$ cat src/rtl/axis_uart_rx.sv
// UART receiver packing DATA_BITS-wide frames into AXI-Stream words, first byte in the MSBs.
// Define AXIS_UART_RX_PARITY_CHECK_EN to enable parity checking; otherwise parity_err is tied 0.
module axis_uart_rx #(
    parameter int AXI_DATA_WIDTH = 8,
    parameter int CLOCK          = 100_000_000,
    parameter int BAUD_RATE      = 115_200,
    parameter int DATA_BITS      = 8,
    parameter int STOP_BITS      = 1,
    parameter int PARITY_BITS    = 0
) (
    input  logic                      aclk,
    input  logic                      areset,
    input  logic                      uart_rx,
    output logic                      rx_done,
    output logic                      parity_err,
    output logic                      frame_err,
    output logic                      overrun_err,
    output logic [AXI_DATA_WIDTH-1:0] m_axis_tdata,
    output logic                      m_axis_tvalid,
    input  logic                      m_axis_tready
);

    localparam int COUNT_SPEED = CLOCK / BAUD_RATE;
    localparam int HALF        = COUNT_SPEED / 2;
    localparam int DATA_BYTE   = AXI_DATA_WIDTH / DATA_BITS;
    localparam int BAUD_W      = (COUNT_SPEED > 1) ? $clog2(COUNT_SPEED) : 1;
    localparam int BIT_W       = (DATA_BITS > 1) ? $clog2(DATA_BITS) : 1;
    localparam int BYTE_W      = (DATA_BYTE > 1) ? $clog2(DATA_BYTE) : 1;

    localparam logic [BAUD_W-1:0] BAUD_LAST = BAUD_W'(COUNT_SPEED - 1);
    localparam logic [BAUD_W-1:0] HALF_LAST = BAUD_W'(HALF - 1);
    localparam logic [BIT_W-1:0]  BIT_LAST  = BIT_W'(DATA_BITS - 1);
    localparam logic [BYTE_W-1:0] BYTE_LAST = BYTE_W'(DATA_BYTE - 1);
    localparam logic              STOP_LAST = 1'(STOP_BITS - 1);

    if ((STOP_BITS < 1) || (STOP_BITS > 2) || (PARITY_BITS < 0) || (PARITY_BITS > 1) ||
        (DATA_BITS < 1) || ((AXI_DATA_WIDTH % DATA_BITS) != 0) || (COUNT_SPEED < 2)) begin : g_bad_config
        $error("axis_uart_rx: unsupported parameter combination");
    end

    typedef enum logic [2:0] {
        IDLE,
        START,
        DATA,
        PARITY,
        STOP
    } state_t;

    state_t                    state;
    logic                      rx_meta;
    logic                      rx_sync;
    logic [BAUD_W-1:0]         count_baud;
    logic [BIT_W-1:0]          count_bit;
    logic                      count_stop;
    logic [BYTE_W-1:0]         count_byte;
    logic [DATA_BITS-1:0]      data_byte;
    logic [AXI_DATA_WIDTH-1:0] word;
    logic [AXI_DATA_WIDTH-1:0] word_next;
    logic                      word_done;
    logic                      frame_acc;
    logic                      frame_pend;
    logic                      frame_now;
    logic                      baud_tick;

    assign baud_tick = (count_baud == BAUD_LAST);
    assign frame_now = frame_acc | ~rx_sync;

    // A single-byte word has no older bytes to keep, so the shift degenerates to a load.
    if (DATA_BYTE == 1) begin : g_word_single
        assign word_next = data_byte;
    end else begin : g_word_multi
        assign word_next = {word[AXI_DATA_WIDTH-DATA_BITS-1:0], data_byte};
    end

`ifdef AXIS_UART_RX_PARITY_CHECK_EN
    logic parity_acc;
    logic parity_pend;
    logic parity_expected;

    assign parity_expected = (PARITY_BITS != 0) ? (^data_byte) : ~(^data_byte);
`else
    assign parity_err = 1'b0;
`endif

    always_ff @(posedge aclk) begin
        if (areset) begin
            rx_meta       <= 1'b1;
            rx_sync       <= 1'b1;
            state         <= IDLE;
            count_baud    <= '0;
            count_bit     <= '0;
            count_stop    <= 1'b0;
            count_byte    <= '0;
            data_byte     <= '0;
            word          <= '0;
            word_done     <= 1'b0;
            frame_acc     <= 1'b0;
            frame_pend    <= 1'b0;
            rx_done       <= 1'b0;
            frame_err     <= 1'b0;
            overrun_err   <= 1'b0;
            m_axis_tdata  <= '0;
            m_axis_tvalid <= 1'b0;
`ifdef AXIS_UART_RX_PARITY_CHECK_EN
            parity_acc    <= 1'b0;
            parity_pend   <= 1'b0;
            parity_err    <= 1'b0;
`endif
        end else begin
            rx_meta     <= uart_rx;
            rx_sync     <= rx_meta;
            word_done   <= 1'b0;
            rx_done     <= 1'b0;
            frame_err   <= 1'b0;
            overrun_err <= 1'b0;
`ifdef AXIS_UART_RX_PARITY_CHECK_EN
            parity_err  <= 1'b0;
`endif

            case (state)
                IDLE: begin
                    if (!rx_sync) begin
                        state      <= START;
                        count_baud <= '0;
                    end
                end

                // Re-check the start bit at its midpoint so short low glitches are rejected.
                START: begin
                    if (count_baud == HALF_LAST) begin
                        count_baud <= '0;
                        count_bit  <= '0;
                        state      <= rx_sync ? IDLE : DATA;
                    end else begin
                        count_baud <= count_baud + BAUD_W'(1);
                    end
                end

                DATA: begin
                    if (baud_tick) begin
                        count_baud           <= '0;
                        data_byte[count_bit] <= rx_sync;
                        if (count_bit == BIT_LAST) begin
                            count_bit <= '0;
                            state     <= PARITY;
                        end else begin
                            count_bit <= count_bit + BIT_W'(1);
                        end
                    end else begin
                        count_baud <= count_baud + BAUD_W'(1);
                    end
                end

                PARITY: begin
                    if (baud_tick) begin
                        count_baud <= '0;
                        count_stop <= 1'b0;
                        state      <= STOP;
`ifdef AXIS_UART_RX_PARITY_CHECK_EN
                        if (rx_sync != parity_expected) begin
                            parity_acc <= 1'b1;
                        end
`endif
                    end else begin
                        count_baud <= count_baud + BAUD_W'(1);
                    end
                end

                // Return to IDLE right after the last stop sample so the next start edge is not missed.
                STOP: begin
                    if (baud_tick) begin
                        count_baud <= '0;
                        if (count_stop == STOP_LAST) begin
                            count_stop <= 1'b0;
                            word       <= word_next;
                            state      <= IDLE;
                            if (count_byte == BYTE_LAST) begin
                                count_byte  <= '0;
                                word_done   <= 1'b1;
                                frame_pend  <= frame_now;
                                frame_acc   <= 1'b0;
`ifdef AXIS_UART_RX_PARITY_CHECK_EN
                                parity_pend <= parity_acc;
                                parity_acc  <= 1'b0;
`endif
                            end else begin
                                count_byte <= count_byte + BYTE_W'(1);
                                frame_acc  <= frame_now;
                            end
                        end else begin
                            count_stop <= 1'b1;
                            frame_acc  <= frame_now;
                        end
                    end else begin
                        count_baud <= count_baud + BAUD_W'(1);
                    end
                end

                default: begin
                    state <= IDLE;
                end
            endcase

            // A finished word replaces the output only if the previous one is gone or leaving now.
            if (word_done) begin
                if (!m_axis_tvalid || m_axis_tready) begin
                    m_axis_tdata  <= word;
                    m_axis_tvalid <= 1'b1;
                    rx_done       <= 1'b1;
                    frame_err     <= frame_pend;
`ifdef AXIS_UART_RX_PARITY_CHECK_EN
                    parity_err    <= parity_pend;
`endif
                end else begin
                    overrun_err <= 1'b1;
                end
            end else if (m_axis_tvalid && m_axis_tready) begin
                m_axis_tvalid <= 1'b0;
            end
        end
    end

endmodule

$ cat config.mk
export PLATFORM = sky130hd
export DESIGN_NAME = axis_uart_rx
export DESIGN_NICKNAME = d
export VERILOG_FILES = /design/src/rtl/axis_uart_rx.sv
export SDC_FILE = /design/constraint.sdc
export NUM_CORES = 1
export LEC_CHECK = 0
export BUFFER_PORTS_ARGS = -buffer_cell sky130_fd_sc_hd__buf_2
export CAP_MARGIN = 20
export CORE_MARGIN = 2
export CORE_UTILIZATION = 25
export CTS_CLUSTER_SIZE = 40
export DETAILED_ROUTE_END_ITERATION = 10
export RECOVER_POWER = 50
export SKIP_CTS_REPAIR_TIMING = 1
export SLEW_MARGIN = 10
export SYNTH_ARGS = -nofsm -noshare
export SYNTH_HDL_FRONTEND = slang
export SYNTH_SLANG_ARGS = --single-unit
$ cat constraint.sdc
create_clock -name aclk -period 2.9 [get_ports aclk]
set_input_delay 0.58 -clock aclk [delete_from_list [all_inputs] [get_ports aclk]]
set_output_delay 0.58 -clock aclk [all_outputs]
set_load 0.1 [all_outputs]
## Yosys cells after proc, flatten, opt, wreduce, memory -nomap -nowiden

Cells that the tools add are included.

| operators by class | value |
|---|---|
| multiplexer cells | 33 |
| add/sub/neg operators | 3 |
| equality and inequality tests | 15 |
| $lt $le $gt $ge | 2 |
| reduce and logical (&&, ||, !) cells | 23 |
| bitwise operators | 8 |

Operators by type and width:

| operator | count |
|---|---|
| $mux W10 | 3 |
| $mux W3 | 10 |
| $pmux W10 S3 | 1 |
| $pmux W3 S5 | 1 |
| $ne A2 B2 Y1 const B | 7 |
| $mux W1 | 13 |
| $add A10 B1 Y10 const B | 1 |
| $eq A10 B10 Y1 const B | 1 |
| $eq A10 B9 Y1 const B | 1 |
| $reduce_and A2 Y1 | 5 |
| $reduce_and A3 Y1 | 3 |
| $bwmux W8 | 1 |
| $not A1 Y1 | 7 |
| $reduce_and A7 Y1 | 1 |
| $eq A3 B2 Y1 const B | 2 |
| $eq A3 B3 Y1 const B | 2 |
| $pmux W3 S2 | 1 |
| $reduce_bool A2 Y1 | 3 |
| $reduce_or A3 Y1 | 2 |
| $lt A3 B4 Y1 const B | 1 |
| $reduce_and A4 Y1 | 1 |
| $reduce_or A4 Y1 | 1 |
| $add A3 B1 Y3 const B | 1 |
| $demux W1 S3 | 1 |
| 13 further kinds | 14 |

| storage, ports and cells | value |
|---|---|
| logic and storage cells | 101 |
| input bits | 4 |
| output and inout bits | 13 |
| bits in registers | 51 |

## Depth between registers and ports, before layout

| logic depth | value |
|---|---|
| depth in word-level cells | 5 |
| gate-level depth with buffers | 8 |
| gate-level depth less buffers | 7 |

## Least setup slack after synthesis

Ideal clock, no wire load.

| timing | value |
|---|---|
| path type | register to register |
| from | register count_baud[0] |
| to | register state[0] |
| arrival time | 1.919 ns |
| path buffers | 0 |
| cell stages (with the launch flop) | 7 |
| setup slack | 0.911 ns |
| library setup time | 0.070 ns |
| required time | 2.830 ns |
| clock period less this slack | 1.989 ns |
| cell sequence | dfxtp_1 -> ha_1 -> nand4b_1 -> o32ai_2 -> o31ai_2 -> or4_1 -> a21oi_1 |

| between the ends | value |
|---|---|
| longest elaborated chain between the ends | 3 |
| elaborated cells between the ends (all ways) | 7 |
| those cells by class | 6 x eq/ne; 1 x reduce/logical |

RTL lines:

| item | RTL line | RTL |
|---|---|---|
| from (decl) | 52 | `logic [BAUD_W-1:0] count_baud;` |
| from (signal assigned) | 135 | `count_baud <= count_baud + BAUD_W'(1);` |
| from (signal assigned) | 150 | `count_baud <= count_baud + BAUD_W'(1);` |
| from (signal assigned) | 165 | `count_baud <= count_baud + BAUD_W'(1);` |
| $eq A10 B9 Y1 or $eq A10 B10 Y1 (tied branches) | 130, 65 |  |
| $ne A2 B2 Y1 (no source line) | - |  |
| $reduce_and A7 Y1 (no source line) * | - |  |
| to (signal assigned) | 133 | `state <= rx_sync ? IDLE : DATA;` |
| to (decl) | 49 | `state_t state;` |

Mark *: on every way between the ends. The rest lies on a longest branch, timed or not.
A chain may end at the register's enable or synchronous reset.

## Final worst setup path

Ends and elaborated chain as after synthesis.

==> metrics <==
DIE WIDTH=97.4 um; Top FF cell, synth=dfxtp_1; pin count of the biggest net entering global routing=35; antenna violations before repair=0; Die Height=97.4 um; Iter 0 DRT Violations=69; minimum clock period after layout=2.53 ns; CTS tree=done; Yosys reg bits=48; Hold Path Class=reg2reg; Routed wire per std cell=10.7 um; failing checks=capacitance limit; Clock Latency Late Sink=0.30 ns; layout cell share with drive strength beyond 1=0.0817; all-layer global routing usage=0.0853; maximum clock insertion buffer count=2; number of flops mapped to enable cells by yosys=0; FP Rows=34; area grow syn2layout=9.53%; synth unique cells=45; antenna cells=0; final slew viol count=0; relative slew slack=0.00273; number of global-route vias before repair=1512; DR vias/cell=4.53; global-route wire length before repair=6900 um; Cell Pwr Density=494 mW/mm^2; CTS clk-pin slew, worst paths=0.09 ns; Leak=0.829 nW; RSZ-0062 raised after global routing=false; Power Total=0.00118 W; Max FO, Critical Path=11; clk sinks=48; Critical Path RT=3.11 ns; CTS Buf Count=5; Nets=264; final RePlAce weighted congestion=0.742; setup violators final=0; arrival time worst endpoint=2.75 ns; drt first pass iters=4; FFs w/ async S/R, synth=0; max cap viols=1; Post-Syn Instances=248; H-tree depth=2; DIE AREA=0.00948 sq mm; most frequent cells in the layout=dfxtp_1 (48), nor2_1 (32), nand2_1 (28), mux2i_1 (18), a21oi_1 (18); clock skew=0.00908 ns; drc violations=0; period utilisation layout=0.874; status=complete, but fails checks; Clock Tree Root=clkbuf_8; HPWL after DPL=2620 um; peak supply drop=179 uV; Final ANT Viol Nets=0; Crit Path Class=reg2reg; Top Ports=17; commonest non-fill, non-tap cell in the layout=dfxtp_1; Final Hold Viols=0; worst slew pin tran=1.50 ns; Buffers on Ports=15; core area=0.00859 sq mm; routed wire length=3920 um; Worst Setup End Kind=flip-flop; maximum clock rate=0.394 GHz; sequential share of the synthesized area=0.441; syn avg cell area=8.79 sq um; total number of vias=1655; Yosys Warn Count=0; TNS Setup=0 ns; CP Launch Type=flip-flop; mapped cell area=0.00218 sq mm; total grt overflow=0; Synthesized Nets=256; Starting Density=0.254
logic make-up after synthesis:
| family | after synthesis | share of synthesized area |
|---|---|---|
| buffers and inverters | 22 | 0.0591 |
| other | 1 | 0.00172 |
| muxes | 18 | 0.0827 |
| AOI/OAI and AO/OA | 34 | 0.0970 |
| DFF | 48 | 0.441 |
| adders and majority gates | 4 | 0.0230 |
| and+or+nand+nor | 121 | 0.296 |
worst paths after layout:
| check | from | end | slack (ns) | depth (start not counted) |
|---|---|---|---|---|
| worst min-delay path | rx_meta | rx_sync | 0.41 | 1 |
| worst max register to register | count_baud[0] | state[0] | 0.37 | 7 |
| worst max-delay path | count_baud[0] | state[0] | 0.37 | 7 |
| worst min register to register | rx_meta | rx_sync | 0.41 | 1 |
sequential cells by signal (all words and copies together) (netlist names):
signal,cells
count_baud,10
data_byte,8
m_axis_tdata,8
word,8
count_bit,3
state,3
frame_err,1
frame_pend,1
m_axis_tvalid,1
overrun_err,1
rx_done,1
rx_meta,1
rx_sync,1
word_done,1
layer usage:
layer | global-route usage | share of wire
met1 | 0.123 | 0.54
met2 | 0.127 | 0.42
met3 | 0.0259 | 0.035
met4 | 0.0160 | 0.0056
met5 | 0 | 0
cell usage after synthesis (4+ instances only):
master    instances  area (sq um)
a21oi_1          18          90.1
inv_1             6          22.5
dfxtp_1          48           961
nand3b_1          4          30.0
clkbuf_1          8          30.0
nand2_1          28           105
nand3_1          17          85.1
nor3_1            5          25.0
nand4b_1          4          35.0
nand2b_1          5          31.3
a31oi_1           5          31.3
nor2_1           32           120
mux2i_1          18           180
ha_1              4          50.1
power by group:
group / leakage, nW / internal [W] / total (W) / switching [W]
Sequential: 0.387 / 0.000661 / 0.000665 / 0.00000397
Combinational: 0.383 / 0.00000788 / 0.0000327 / 0.0000248
Clock: 0.0583 / 0.000260 / 0.000483 / 0.000223
layout make-up:
| type | count | area, sq um |
|---|---|---|
| clock buffers | 5 | 68.8 |
| clock inverters | 3 | 47.5 |
| fillers | 925 | 6210 |
| inverters | 6 | 22.5 |
| multi-input cells | 178 | 1080 |
| flip-flops and latches | 48 | 961 |
| well taps | 108 | 135 |
| repair buffers | 17 | 70.1 |
critical path, stage by stage (launching register included):
cell,delay [ns]
dfxtp_1,0.42
ha_1,0.30
nand4b_1,0.27
o32ai_1,0.41
o31ai_2,0.23
buf_4,0.22
or4_1,0.46
a21oi_1,0.15
per-stage QoR:
stage                     worst slack, ns  instances  hold WS (ns)  area, sq um  utilization
after floorplan                     0.911        248         0.389         2180            -
after global placement              0.555        356         0.395         2290        0.267
after detailed placement            0.527        356         0.395         2290        0.267
after CTS                           0.481        364         0.415         2410        0.280
after global routing                0.206        365         0.445         2390        0.278
final                               0.365        365         0.414         2390        0.278
Power figures use the tool's default switching activity.
